## config.mk

```make
export PLATFORM = sky130hd
export DESIGN_NAME = fifo_burst_drain
export DESIGN_NICKNAME = d
export VERILOG_FILES = /design/src/rtl/fifo_drain_pkg.sv /design/src/rtl/drain_out_reg.sv /design/src/rtl/fifo_burst_drain.sv
export SDC_FILE = /design/constraint.sdc
export NUM_CORES = 1
export LEC_CHECK = 0
export ABC_AREA = 0
export CAP_MARGIN = 20
export CORE_ASPECT_RATIO = 1.4
export CORE_MARGIN = 2
export CORE_UTILIZATION = 44
export DETAILED_ROUTE_END_ITERATION = 7
export PLACE_DENSITY_LB_ADDON = 0.3
export SYNTH_ARGS = -nofsm -noshare
export SYNTH_HDL_FRONTEND = slang
export SYNTH_HIERARCHICAL = 1
export SYNTH_SLANG_ARGS = --single-unit
```

## constraint.sdc

```tcl
create_clock -name clk -period 2.6 [get_ports clk]
set_input_delay 0.52 -clock clk [delete_from_list [all_inputs] [get_ports clk]]
set_output_delay 0.52 -clock clk [all_outputs]
set_load 0.05 [all_outputs]
```

## src/rtl/fifo_drain_pkg.sv

```systemverilog
// fifo_drain_pkg
// Shared definitions for the FIFO burst-drain block: the drain FSM state
// type and the default geometry used when the top is instantiated without
// parameter overrides.
package fifo_drain_pkg;

  // Default geometry: 16-bit words, 16-deep upstream FIFO, 4-word bursts.
  localparam int DEF_DATA_WIDTH = 16;
  localparam int DEF_ADDR_WIDTH = 4;
  localparam int DEF_BURST_LEN  = 4;

  // IDLE  : waiting for enough words for a burst or for a flush request
  // BURST : popping a fixed-length burst
  // FLUSH : popping everything left in the FIFO
  typedef enum logic [1:0] {
    IDLE  = 2'd0,
    BURST = 2'd1,
    FLUSH = 2'd2
  } drain_state_t;

endpackage : fifo_drain_pkg

```

## src/rtl/drain_out_reg.sv

```systemverilog
// drain_out_reg
// Single-entry output register for the burst drain. A load captures the
// FIFO head word (and its end-of-burst marker) and raises m_valid one cycle
// after the pop. The word is held unchanged until the downstream side
// accepts it.
//
// Optional feature: define FIFO_DRAIN_PARITY_EN to add m_parity, the XOR
// of the loaded word, registered alongside m_data.
//
// Ports
//   clk        in   rising-edge clock
//   reset      in   synchronous active-high reset
//   load       in   capture load_data/load_last this cycle
//   load_data  in   word to capture (FIFO head)
//   load_last  in   word closes a burst or flush
//   m_ready    in   downstream accept
//   m_valid    out  output word valid
//   m_data     out  output word
//   m_last     out  output word is the last of its burst/flush
//   m_parity   out  (FIFO_DRAIN_PARITY_EN only) XOR of m_data
module drain_out_reg #(
  parameter int DATA_WIDTH = 16
) (
  input  logic                  clk,
  input  logic                  reset,
  input  logic                  load,
  input  logic [DATA_WIDTH-1:0] load_data,
  input  logic                  load_last,
  input  logic                  m_ready,
  output logic                  m_valid,
  output logic [DATA_WIDTH-1:0] m_data,
`ifdef FIFO_DRAIN_PARITY_EN
  output logic                  m_last,
  output logic                  m_parity
`else
  output logic                  m_last
`endif
);

  // A load takes priority over a completing handshake: when the current
  // word is accepted in the same cycle a new one is popped, the register
  // simply refills and m_valid stays high. m_data is only written on a
  // load, so it stays stable through any stall.
  always_ff @(posedge clk) begin
    if (reset) begin
      m_valid <= 1'b0;
      m_data  <= '0;
      m_last  <= 1'b0;
    end else if (load) begin
      m_valid <= 1'b1;
      m_data  <= load_data;
      m_last  <= load_last;
    end else if (m_valid && m_ready) begin
      m_valid <= 1'b0;
      m_last  <= 1'b0;
    end
  end

`ifdef FIFO_DRAIN_PARITY_EN
  // Parity travels with the word, so it only changes on a load.
  always_ff @(posedge clk) begin
    if (reset) begin
      m_parity <= 1'b0;
    end else if (load) begin
      m_parity <= ^load_data;
    end
  end
`endif

endmodule : drain_out_reg

```

## src/rtl/fifo_burst_drain.sv

```systemverilog
// fifo_burst_drain
// Drains an upstream first-word-fall-through FIFO onto a valid/ready
// stream. Once the FIFO holds at least BURST_LEN words a fixed-length
// burst is popped; a flush request drains whatever remains. The final word
// of each burst or flush is tagged with m_last, and burst_cnt counts
// accepted m_last words.
//
// Optional feature: define FIFO_DRAIN_PARITY_EN to add the m_parity output.
//
// Ports
//   clk         in   rising-edge clock
//   reset       in   synchronous active-high reset
//   fifo_data   in   FIFO head word, valid when fifo_empty=0
//   fifo_empty  in   FIFO empty flag
//   fifo_depth  in   FIFO occupancy (ADDR_WIDTH+1 bits)
//   fifo_ren    out  combinational pop request
//   flush       in   single-cycle request to drain everything left
//   m_valid     out  downstream word valid
//   m_ready     in   downstream accept
//   m_data      out  downstream word
//   m_last      out  last word of a burst or flush
//   busy        out  FSM active or output word still pending
//   burst_cnt   out  count of accepted m_last words, wraps at 255
//   m_parity    out  (FIFO_DRAIN_PARITY_EN only) XOR of m_data
module fifo_burst_drain
  import fifo_drain_pkg::*;
#(
  parameter int DATA_WIDTH = DEF_DATA_WIDTH,
  parameter int ADDR_WIDTH = DEF_ADDR_WIDTH,
  parameter int BURST_LEN  = DEF_BURST_LEN
) (
  input  logic                  clk,
  input  logic                  reset,
  input  logic [DATA_WIDTH-1:0] fifo_data,
  input  logic                  fifo_empty,
  input  logic [ADDR_WIDTH:0]   fifo_depth,
  output logic                  fifo_ren,
  input  logic                  flush,
  output logic                  m_valid,
  input  logic                  m_ready,
  output logic [DATA_WIDTH-1:0] m_data,
  output logic                  m_last,
  output logic                  busy,
`ifdef FIFO_DRAIN_PARITY_EN
  output logic [7:0]            burst_cnt,
  output logic                  m_parity
`else
  output logic [7:0]            burst_cnt
`endif
);

  localparam logic [ADDR_WIDTH:0] BURST_LEN_W = (ADDR_WIDTH+1)'(BURST_LEN);
  localparam logic [ADDR_WIDTH:0] ONE_W       = (ADDR_WIDTH+1)'(1);

  drain_state_t          state;
  logic [ADDR_WIDTH:0]   remaining;
  logic                  flush_pending;
  logic                  flush_req;
  logic                  draining;
  logic                  load;
  logic                  last_word;

  // A flush arriving this cycle is treated the same as one already latched,
  // so an IDLE block reacts to the pulse without an extra cycle.
  assign flush_req = flush_pending | flush;

  assign draining = (state == BURST) || (state == FLUSH);

  // Pop only when there is a word, the output register is free (or being
  // emptied this cycle), and a burst or flush is in progress. fifo_empty
  // gates the pop directly so an empty FIFO is never read.
  assign load     = ~fifo_empty & (~m_valid | m_ready) & draining;
  assign fifo_ren = load;

  // The word being popped closes the transfer when it is the final word
  // of a burst, or the only word left during a flush.
  assign last_word = ((state == BURST) && (remaining == ONE_W)) ||
                     ((state == FLUSH) && (fifo_depth == ONE_W));

  assign busy = (state != IDLE) | m_valid;

  // Drain FSM. A flush raised while a burst is running is only latched;
  // the burst completes first, then IDLE sees the pending request and
  // moves into FLUSH if anything is left.
  always_ff @(posedge clk) begin
    if (reset) begin
      state         <= IDLE;
      remaining     <= '0;
      flush_pending <= 1'b0;
    end else begin
      case (state)
        IDLE: begin
          if (flush_req) begin
            flush_pending <= 1'b0;
            if (!fifo_empty) begin
              state <= FLUSH;
            end
          end else if (fifo_depth >= BURST_LEN_W) begin
            state     <= BURST;
            remaining <= BURST_LEN_W;
          end
        end

        BURST: begin
          flush_pending <= flush_req;
          if (load) begin
            remaining <= remaining - ONE_W;
            if (remaining == ONE_W) begin
              state <= IDLE;
            end
          end
        end

        FLUSH: begin
          flush_pending <= flush_req;
          if (load && (fifo_depth == ONE_W)) begin
            state <= IDLE;
          end else if (fifo_empty) begin
            state <= IDLE;
          end
        end

        default: begin
          state         <= IDLE;
          remaining     <= '0;
          flush_pending <= 1'b0;
        end
      endcase
    end
  end

  // Counts completed transfers as seen by the consumer, i.e. when the
  // m_last word is actually accepted rather than when it is popped.
  always_ff @(posedge clk) begin
    if (reset) begin
      burst_cnt <= '0;
    end else if (m_valid && m_ready && m_last) begin
      burst_cnt <= burst_cnt + 8'd1;
    end
  end

  drain_out_reg #(
    .DATA_WIDTH (DATA_WIDTH)
  ) u_out_reg (
    .clk       (clk),
    .reset     (reset),
    .load      (load),
    .load_data (fifo_data),
    .load_last (last_word),
    .m_ready   (m_ready),
    .m_valid   (m_valid),
    .m_data    (m_data),
`ifdef FIFO_DRAIN_PARITY_EN
    .m_last    (m_last),
    .m_parity  (m_parity)
`else
    .m_last    (m_last)
`endif
  );

endmodule : fifo_burst_drain
```

-- Word level (Yosys, flattened, before mapping)
Index checks and enable logic that the tools add are counted.
- output and inout port bits: 28
- register bits after elaboration: 34
- order comparisons: 1
- reduce and logical (&&, ||, !) cells: 13
- add/sub/neg operators: 2
- bitwise gates (word level): 8
- muxes and demuxes: 17
- equal/unequal tests: 12
- operator list (operator ; number):
    $mux 5 ; 3
    $pmux 5 s3 ; 1
    $mux 2 ; 7
    $eq 5x1->1 const B ; 2
    $add 8x1->8 const B ; 1
    $ne 2x2->1 const B ; 4
    $ne 3x3->1 const B ; 2
    $pmux 2 s3 ; 1
    $ge 5x3->1 const B ; 1
    $logic_and 1x1->1 ; 5
    $reduce_and 5->1 ; 1
    $sub 5x1->5 const B ; 1
    $mux 1 ; 4
    $reduce_and 4->1 ; 1
    $reduce_bool 2->1 ; 2
    $ne 3x2->1 const B ; 1
    $not 1->1 ; 3
    $or 1x1->1 ; 3
    $and 1x1->1 ; 2
    $eq 2x1->1 const B ; 1
    $eq 2x2->1 const B ; 1
    $logic_not 2->1 ; 1
    $logic_or 1x1->1 ; 2
    $ne 2x1->1 const B ; 1
    other kinds (2) ; 2

-- Depth between registers and ports, before layout
Gate-level depths: netlist (run 1).
- word-level depth: 7
- depth in mapped cells: 7

-- Cells and area by module
Netlist (run 1), hierarchy kept.
- by module, submodules not included (module ; seq. area each (sq um) ; times used ; cells an instance ; area an instance (sq um)):
    fifo_burst_drain ; 320.3 ; 1 ; 103 ; 888.4
    drain_out_reg ; 360.3 ; 1 ; 61 ; 654.4

-- Worst setup path after synthesis (run 1)
No wires, ideal clock.
- path type: register to register
- from: register u_out_reg.m_valid
- to: register u_out_reg.m_data[10]
- data arrival time: 1.984 ns
- cell stages (with the launch flop): 8
- path slack: 0.499 ns
- buffers on the path: 2
- clock period less this slack: 2.101 ns
- library setup time: 0.117 ns
- cell sequence: dfxtp_1 -> nor2b_1 -> nor2_1 -> and2_1 -> buf_6 -> buf_12 -> mux2i_1 -> nor2_1
- cells in the longest elaborated chain, start to end: 4
- ends and longest elaborated chain (element ; RTL line ; source):
    from (decl) ; drain_out_reg.sv:30 ; output logic m_valid,
    from (signal assigned) ; drain_out_reg.sv:46 ; m_valid <= 1'b0;
    from (signal assigned) ; drain_out_reg.sv:50 ; m_valid <= 1'b1;
    from (signal assigned) ; drain_out_reg.sv:54 ; m_valid <= 1'b0;
    $not 1->1 ; fifo_burst_drain.sv:72 ; assign load = ~fifo_empty & (~m_valid | m_ready) & draining;
    $or 1x1->1 ; fifo_burst_drain.sv:72 ;
    $and 1x1->1 (2 in series) ; fifo_burst_drain.sv:72 ;
    via fifo_ren ; fifo_burst_drain.sv:37 ; output logic fifo_ren,
    to (signal assigned) ; drain_out_reg.sv:51 ; m_data <= load_data;
    to (decl) ; drain_out_reg.sv:31 ; output logic [DATA_WIDTH-1:0] m_data,
The timed path passes the listed nets, and every way through them passes these cells.
A chain may end at the register's enable or synchronous reset.

-- Worst setup path after layout (run 1)
- from: register state[0]
- to: output busy
- cells in the longest elaborated chain, start to end: 2
- ends and longest elaborated chain (element ; RTL line ; source):
    from (decl) ; fifo_burst_drain.sv:55 ; drain_state_t state;
    from (signal assigned) ; fifo_burst_drain.sv:87 ; state <= IDLE;
    from (signal assigned) ; fifo_burst_drain.sv:96 ; state <= FLUSH;
    from (signal assigned) ; fifo_burst_drain.sv:99 ; state <= BURST;
    $reduce_bool 2->1 ; fifo_burst_drain.sv:80 ; assign busy = (state != IDLE) | m_valid;
    $or 1x1->1 ; fifo_burst_drain.sv:80 ;
    to (decl) ; fifo_burst_drain.sv:43 ; output logic busy,
Every way passes these cells.

==> key figures, run 1 <==
STA
  • Unrepaired setup endpoints after global routing: no
  • Final Setup Violations: 0
  • Endpoints failing hold: 0
  • Worst Skew: 0.00532 ns
  • Max Clock Freq: 416 MHz
  • Pins Over Slew Limit: 0
  • Tcrit/Tclk final: 92.3%
  • Slew HR: about two thirds
  • Slew @ Worst Pin: 0.515 ns
  • Setup_tns: 0 ns
  • Period minus WS final: 2.40 ns

Power
  • Leakage: 0.000830 uW
  • Worst vdd ir: ~0.00057 V
  • Pwr Density: 866 nW/um^2
  • Design Power: between 1500 and 2000 uW

Clock network
  • Clock buffer depth: 2
  • Post-CTS setup buffer count: 0
  • Hold buffers post-CTS: 0
  • CTS clk-pin slew, worst paths: 0.07 ns
  • CTS tree: done
  • CTS Sinks: 34
  • Root buffer cell: clkbuf_8
  • Total CTS buffers: 5
  • Skew-Pair Late Insertion Delay: 0.28 ns
  • CTS resizes: 0
  • H-tree depth: 2

Synthesis
  • Dominant synthesized flop cell: dfxtp_1
  • Synth Area in Compound Gates: 8.19%
  • Post-Syn Area per Cell: 9.41 sq um
  • XOR/XNOR Fraction of Synth Area: 5.68%
  • Cell count after synthesis: 164
  • Multiplexer area fraction after synthesis: ~11%
  • Largest family of logic cells by synthesized area: simple AND/OR/NAND/NOR gates
  • Mapped Area: 1540 sq um
  • Syn Nets: 196
  • Seq/Total Area, Yosys: 44.1%
  • Synthesized flop and latch total: 34
  • Distinct cells, synth: 37
  • Adder-Cell Fraction of Synth Area: 4.87%
  • Synthesis Warnings: 6
  • Simple logic cell fraction of the synthesized area: 20.8%
  • Post-synth ARST share: 0%
  • Number of flops mapped to enable cells by yosys: 0

Finish
  • Share of cells above drive strength 1: 6.79%
  • Commonest non-fill, non-tap cell in the layout: clkdlybuf4s50_1
  • Most frequent cells in the layout: clkdlybuf4s50_1, dfxtp_1, nor2_1
  • P&R area growth vs syn: 42.3%
  • N_diodes: 0
  • Util after Layout: between 60% and 70%
  • Fin nets: 252

Outcome
  • Run status: completed

Worst setup path
  • Reg2Reg Depth: 7
  • R2R setup slack: approximately 0.57 ns
  • Crit. End Element: primary output
  • CP Data Required Time: 2.08 ns
  • Startpoint types: register
  • Launching point of the worst reg2reg path: remaining[1]
  • CP Class: reg2out
  • Crit path arrival time: 1.88 ns
  • Reg-to-Reg End: state[1]
  • CP max FO: 6

Route
  • Via count: 1373
  • Routed len/inst: 13.3 um
  • DRC: 0
  • DR iter-0 viols: 25
  • Routed WL: ~3500 um
  • DRT Pass-1 Iters: 4
  • Antenna viol nets, final: 0
  • Via density: 5.26

Placed design
  • Port Buffer Count: between 50 and 60
  • HPWL after DPL: ~2600 um
  • RD Place Congestion: ~0.76

Floorplanning
  • Die footprint: approximately 4000 sq um
  • Height of the die: 74.1 um
  • Initial Util: 45.7%
  • Core ar.: 3380 sq um
  • # IOs: 54
  • FP Rows: 25
  • Die Wd: 54.0 um

Global routing
  • Largest net degree at the start of global routing: 30
  • Global-route wire length before repair: 5830 um
  • GRT overflow: 0
  • Initial antenna violation count: 0
  • Tot GR Track Use: 19.6%
  • Vias in the first global route: roughly 1400

Hold path
  • Hold Path Stages: 2
  • End of the worst hold path: u_out_reg/m_last
  • Min-Delay Startpoint: u_out_reg/m_last
  • Worst Hold Class: reg2reg

Flow run
  • Max_cap viols: 0
[worst max path at each step]
stage                      startpoint                    to  slack, ns  cells past startpoint
detailed placement      fifo_depth[3]              state[0]       0.08                      6
CTS                          state[0]                  busy       0.19                      4
global placement        fifo_depth[3]              state[0]       0.18                      6
floorplan           u_out_reg/m_valid  u_out_reg/m_data[10]       0.50                      7
global route                 state[0]                  busy        0.1                      4
finish                       state[0]                  busy       0.20                      4
[report_power, final]
group / switching [uW] / total (uW) / internal (uW)
clock network: 184 / 396 / 213
registers: 62.9 / 671 / 608
logic: 491 / 833 / 342
[critical path, cell delays in order (launching register included)]
cell and delay (ns):
dfxtp_1 0.35, inv_1 0.08, ha_1 0.28, nand2b_1 0.10
clkdlybuf4s50_1 0.79
[area by class of cell]
type | instances | area, sq um
Timing Repair Buffer | 55 | 556
Multi-Input combinational cell | 115 | 779
Inverter | 9 | 33.8
Clock inverter | 2 | 12.5
Clock buffer | 6 | 82.6
Sequential cell | 34 | 681
Fill cell | 274 | 1180
Tap cell | 40 | 50.0
[stage by stage]
stage	hold slack (ns)	instances	area [sq um]	setup WS [ns]
5_1_grt	0.530	261	2190	0.0979
4_1_cts	0.499	261	2190	0.191
2_1_floorplan	0.459	164	1540	0.499
3_5_place_dp	0.485	253	2100	0.0755
3_3_place_gp	0.473	253	2100	0.184
6_report	0.499	261	2190	0.199
[cell families after synthesis]
kind of cell / Yosys count
buffers and inverters: 15
multiplexers: 17
AO/OA/AOI/OAI: 16
AND/OR/NAND/NOR: 66
XOR/XNOR: 10
flip-flops: 34
adder cells (fa/ha/maj): 6
[routing by layer]
layer	global-route usage [%]	up-vias	wire, um
li1	-	674	-
met1	20.1	638	1370
met2	35.2	49	1790
met3	6.43	12	232
met4	8.33	0	85
met5	0	-	0
[synth_stat cells (2+ instances only)]
| cell type | count | area share, % |
|---|---|---|
| xor2_1 | 8 | 4.5 |
| inv_1 | 9 | 2.2 |
| a31oi_1 | 2 | 0.81 |
| or4_1 | 2 | 0.97 |
| nor3b_1 | 2 | 0.97 |
| buf_2 | 2 | 0.65 |
| o31ai_1 | 2 | 0.97 |
| clkbuf_1 | 2 | 0.49 |
| dfxtp_1 | 34 | 44 |
| nand4_1 | 4 | 1.6 |
| nand2_1 | 8 | 1.9 |
| nand3_1 | 5 | 1.6 |
| and3_1 | 3 | 1.2 |
| nor3_1 | 2 | 0.65 |
| ha_1 | 6 | 4.9 |
| xnor2_1 | 2 | 1.1 |
| mux2i_1 | 17 | 11 |
| a21oi_1 | 2 | 0.65 |
| o21ai_0 | 3 | 0.97 |
| nor2_1 | 32 | 7.8 |
[state kept, by name (all words and copies together) (netlist names)]
register,count
u_out_reg/m_data,16
burst_cnt,8
remaining,5
state,2
flush_pending,1
u_out_reg/m_last,1
u_out_reg/m_valid,1
Power figures use the tool's default switching activity.
==> inputs of run 2 (changes only) <==
Settings changed: CORE_UTILIZATION 44 to 46, CTS_BUF_LIST set to sky130_fd_sc_hd__clkbuf_4 sky130_fd_sc_hd__clkbuf_8.
==> run 2 against run 1 <==
Compared with the run above: fmax up 0.18%; worst setup slack better by 0.0042 ns; critical path type unchanged; clock skew down 0.0019 ns; global-route usage up 0.98 points; highest routed layer unchanged; sequential share of layout area down 0.18 points; critical endpoint unchanged.
==> key figures, run 2 (synthesis results as in run 1) <==
Outcome
  • Run status: completed

Flow run
  • Max_cap viols: 0 (unchanged)

STA
  • Worst Skew: 0.00338 ns (-0.00193 ns)
  • Tcrit/Tclk final: 92.2% (-0.16 points)
  • Period minus WS final: 2.40 ns (-0.00420 ns)
  • Setup_tns: 0 ns (unchanged)
  • Final Setup Violations: 0 (unchanged)
  • Slew @ Worst Pin: 0.524 ns (+0.00834 ns)
  • Endpoints failing hold: 0 (unchanged)
  • Unrepaired setup endpoints after global routing: no
  • Slew HR: 65.0% (-0.56 points)
  • Max Clock Freq: 417 MHz (+0.18%)
  • Pins Over Slew Limit: 0 (unchanged)

Clock network
  • Root buffer cell: clkbuf_8
  • Clock buffer depth: 2 (unchanged)
  • Skew-Pair Late Insertion Delay: 0.28 ns (about the same)
  • CTS clk-pin slew, worst paths: 0.07 ns (about the same)
  • Total CTS buffers: 5 (unchanged)
  • CTS Sinks: 34 (unchanged)
  • CTS resizes: 0 (unchanged)
  • CTS tree: done
  • Hold buffers post-CTS: 0 (unchanged)
  • H-tree depth: 2 (unchanged)
  • Post-CTS setup buffer count: 0 (unchanged)

Worst setup path
  • Crit-path slowest cell: clkdlybuf4s50_1
  • WP buf/inv: 2 (unchanged)
  • CP Data Required Time: 2.08 ns (about the same)
  • Crit path arrival time: 1.88 ns (about the same)
  • CP Class: reg2out
  • CP max stage delay: 0.80 ns (about the same)
  • Top delay family on crit path: buffers and inverters
  • CP Cell Sequence: inv_1 -> ha_1 -> nand2b_1 -> clkdlybuf4s50_1
  • CP max FO: 6 (unchanged)
  • Startpoint types: register
  • Crit. End Element: primary output

Finish
  • Fillcell total: 257 (-6.2%)
  • P&R area growth vs syn: 43.1%
  • Fin cells: 260 (-0.38%)
  • Commonest non-fill, non-tap cell in the layout: clkdlybuf4s50_1
  • Fin nets: 252 (unchanged)
  • Biggest register: u_out_reg/m_data
  • Util after Layout: 70.0% (+5.0 points)
  • Largest regs: u_out_reg/m_data x16, burst_cnt x8, remaining x5
  • Share of cells above drive strength 1: 6.79% (unchanged)
  • Most frequent cells in the layout: clkdlybuf4s50_1, dfxtp_1, nor2_1
  • Largest register FFs: 16 (unchanged)
  • N_diodes: 0 (unchanged)

Floorplanning
  • Core ar.: 3150 sq um (-6.7%)
  • Height of the die: 72.5 um (-2.1%)
  • Die footprint: 3840 sq um (-4.1%)
  • FP Rows: 24 (-4.0%)
  • Initial Util: 48.9% (+3.3 points)
  • Die Wd: 52.9 um (-2.0%)
  • # IOs: 54 (unchanged)

Placed design
  • Placed Cells: 252 (-0.40%)
  • HPWL after DPL: 2630 um (+1.1%)
  • RD Place Congestion: 0.813 (+7.5%)
  • Port Buffer Count: 53 (unchanged)

Hold path
  • Worst Hold Class: reg2reg

Power
  • Pwr Density: 896 nW/um^2 (+3.5%)
  • Leakage: 0.000840 uW (+1.3%)
  • Worst vdd ir: 0.000587 V (+2.9%)

Route
  • DRT Pass-1 Iters: 4 (unchanged)
  • Routed len/inst: 13.7 um (+2.4%)
  • Routed WL: 3550 um (+2.0%)
  • Via density: 5.15 (-2.2%)
  • Antenna viol nets, final: 0 (unchanged)
  • DR iter-0 viols: 22 (-12%)
  • Via count: 1338 (-2.5%)
  • DRC: 0 (unchanged)

Global routing
  • Vias in the first global route: 1388 (unchanged)
  • Largest net degree at the start of global routing: 30 (unchanged)
  • Tot GR Track Use: 20.5% (+0.98 points)
  • Initial antenna violation count: 0 (unchanged)
  • GRT overflow: 0 (unchanged)
  • Global-route wire length before repair: 5950 um (+2.0%)
[run 2: layer usage]
metal	share of wire, %	vias up	GRT usage, %
met1	39	610	21.9
met3	8.0	7	7.61
met4	1.5	0	8.26
met2	51	46	35.7
li1	-	675	-
met5	0	-	0
[run 2: cell type report]
| class | instances | area (sq um) | area share [%] |
|---|---|---|---|
| clock inverter | 3 | 40.0 | 1.81 |
| tap | 39 | 48.8 | 2.21 |
| clock buffer | 5 | 68.8 | 3.12 |
| timing repair buffer | 55 | 556 | 25.2 |
| inverter | 9 | 33.8 | 1.53 |
| sequential | 34 | 681 | 30.8 |
| multi-input combinational | 115 | 779 | 35.3 |
[run 2: power breakdown]
part           leakage (uW)  internal [uW]  switching, uW
Combinational      0.000506            340            505
Clock             0.0000579            282            186
Sequential         0.000276            608           57.6
[run 2: worst paths after layout]
path                             start                    to  slack (ns)  cells after the start
setup / recovery              state[0]                  busy        0.20                      4
hold / removal    u_out_reg/m_data[13]  u_out_reg/m_data[13]        0.50                      2
setup reg to reg          remaining[1]              state[0]        0.57                      7
hold reg to reg   u_out_reg/m_data[13]  u_out_reg/m_data[13]        0.50                      2
[run 2: per-stage QoR]
stage	hold slack [ns]	area, sq um	setup WS, ns	total power, uW
CTS	0.502	2210	0.189	1990
global placement	0.473	2100	0.171	1480
floorplan	0.459	1540	0.499	1280
finish	0.502	2210	0.203	1980
global route	0.526	2210	0.114	2090
detailed placement	0.487	2100	0.0406	1510
[run 2: tightest hold or removal path: stages, from the launching register on]
cell and delay [ns]:
dfxtp_1 0.33, mux2i_1 0.07, nor2_1 0.07
==> inputs of run 3 (changes only) <==
Settings changed: CAP_MARGIN 20 to 5, CORE_MARGIN 2 to not set.
==> run 3 against run 2 <==
Compared with the run above: cell area is 1.1% lower; sequential share of layout area grew 0.35 points; register-to-register slack gained 0.02 ns; clock power down 20%; fmax up 0.34%; utilization decreased by 0.79 points; critical path type unchanged; via count shrank 0.67%; critical path depth is the same; flip-flop and latch count is the same; hold slack worse by 0.0028 ns.
==> key figures, run 3 (synthesis results as in run 1) <==
Placed design
  • Dpl ws: 0.126 ns (+0.0856 ns)
  • HPWL after DPL: 2460 um (-6.4%)
  • RD Place Congestion: 0.837 (+2.9%)
  • Port Buffer Count: 53 (unchanged)

Hold path
  • Worst Hold Class: reg2reg

Floorplanning
  • Die footprint: 3590 sq um (-6.4%)
  • FP Rows: 24 (unchanged)
  • Core ar.: 3150 sq um (unchanged)
  • Initial Util: 48.9% (unchanged)
  • # IOs: 54 (unchanged)
  • Height of the die: 70.5 um (-2.8%)
  • Die Wd: 50.9 um (-3.8%)

Power
  • Worst vdd ir: 0.000707 V (+20%)
  • Leakage: 0.000823 uW (-2.0%)
  • Pwr Density: 860 nW/um^2 (-4.1%)

Finish
  • Most frequent cells in the layout: clkdlybuf4s50_1, dfxtp_1, nor2_1
  • Commonest non-fill, non-tap cell in the layout: clkdlybuf4s50_1
  • P&R area growth vs syn: 41.4%
  • Largest regs: u_out_reg/m_data x16, burst_cnt x8, remaining x5
  • Fillcell total: 265 (+3.1%)
  • N_diodes: 0 (unchanged)
  • Largest register FFs: 16 (unchanged)
  • Fin nets: 252 (unchanged)
  • Biggest register: u_out_reg/m_data
  • Util after Layout: 69.2% (-0.79 points)
  • Share of cells above drive strength 1: 6.36% (-0.42 points)

Clock network
  • CTS tree: done
  • Root buffer cell: clkbuf_8
  • CTS resizes: 0 (unchanged)
  • Hold buffers post-CTS: 0 (unchanged)
  • H-tree depth: 2 (unchanged)
  • Clock buffer depth: 2 (unchanged)
  • Total CTS buffers: 5 (unchanged)
  • Skew-Pair Late Insertion Delay: 0.28 ns (about the same)
  • CTS clk-pin slew, worst paths: 0.07 ns (about the same)
  • CTS Sinks: 34 (unchanged)
  • Post-CTS setup buffer count: 0 (unchanged)

Worst setup path
  • CP max FO: 6 (unchanged)
  • Crit. End Element: primary output
  • CP Data Required Time: 2.08 ns (about the same)
  • CP Class: reg2out
  • Crit path arrival time: 1.87 ns (about the same)
  • Startpoint types: register

STA
  • Period minus WS final: 2.39 ns (-0.00819 ns)
  • Endpoints failing hold: 0 (unchanged)
  • Final Setup Violations: 0 (unchanged)
  • Setup_tns: 0 ns (unchanged)
  • Max Clock Freq: 419 MHz (+0.34%)
  • Slew HR: 64.8% (-0.16 points)
  • Unrepaired setup endpoints after global routing: no
  • Worst Skew: 0.00640 ns (+0.00301 ns)
  • Tcrit/Tclk final: 91.9% (-0.32 points)
  • Pins Over Slew Limit: 0 (unchanged)
  • Min setup slack post-route: 0.211 ns (+0.00819 ns)
  • Slew @ Worst Pin: 0.526 ns (+0.00244 ns)

Global routing
  • Largest net degree at the start of global routing: 30 (unchanged)
  • Tot GR Track Use: 20.0% (-0.57 points)
  • Global-route wire length before repair: 5460 um (-8.2%)
  • Vias in the first global route: 1319 (-5.0%)
  • GRT overflow: 0 (unchanged)
  • Initial antenna violation count: 0 (unchanged)

Route
  • DRT Pass-1 Iters: 4 (unchanged)
  • Via count: 1329 (-0.67%)
  • Routed len/inst: 12.6 um (-8.0%)
  • Via density: 5.13 (-0.29%)
  • DR iter-0 viols: 42 (+91%)
  • Antenna viol nets, final: 0 (unchanged)
  • Routed WL: 3260 um (-8.3%)
  • DRC: 0 (unchanged)

Outcome
  • Run status: completed

Flow run
  • Max_cap viols: 0 (unchanged)
==> run 3: report_power, final <==
part	total [uW]	switching (uW)	internal, uW
combinational	838	496	342
sequential	666	58.2	608
clock	372	178	194
==> run 3: layer usage <==
metal / GRT usage, % / routed length, um
met1: 21.4 / 1310
met2: 34.8 / 1640
met3: 6.10 / 238
met4: 9.26 / 73
met5: 0 / 0
==> run 3: layout make-up <==
class	instances	area (sq um)	area share (%)
inverters	9	33.8	1.55
repair buffers	55	556	25.5
multi-input cells	115	779	35.7
flip-flops and latches	34	681	31.2
clock inverters	1	7.51	0.344
well taps	39	48.8	2.24
clock buffers	6	76.3	3.50
==> run 3: final timing paths <==
check | end | from | cells after the start | slack, ns
setup / recovery | busy | state[0] | 4 | 0.21
hold / removal | u_out_reg/m_data[5] | u_out_reg/m_data[5] | 2 | 0.50
setup reg to reg | state[0] | remaining[1] | 7 | 0.59
hold reg to reg | u_out_reg/m_data[5] | u_out_reg/m_data[5] | 2 | 0.50
==> run 3: worst max-delay path: stages, from the launching register on <==
cell             delay [ns]
dfxtp_1                0.34
inv_1                  0.07
ha_1                   0.27
nand2b_1               0.10
clkdlybuf4s50_1        0.80
==> run 3: stage by stage <==
stage	cell area, sq um	hold slack (ns)	std cells	power (uW)
2_1_floorplan	1540	0.459	164	1280
3_3_place_gp	2100	0.471	252	1480
3_5_place_dp	2100	0.481	252	1510
4_1_cts	2180	0.504	259	1900
5_1_grt	2180	0.524	259	2000
6_report	2180	0.499	259	1880
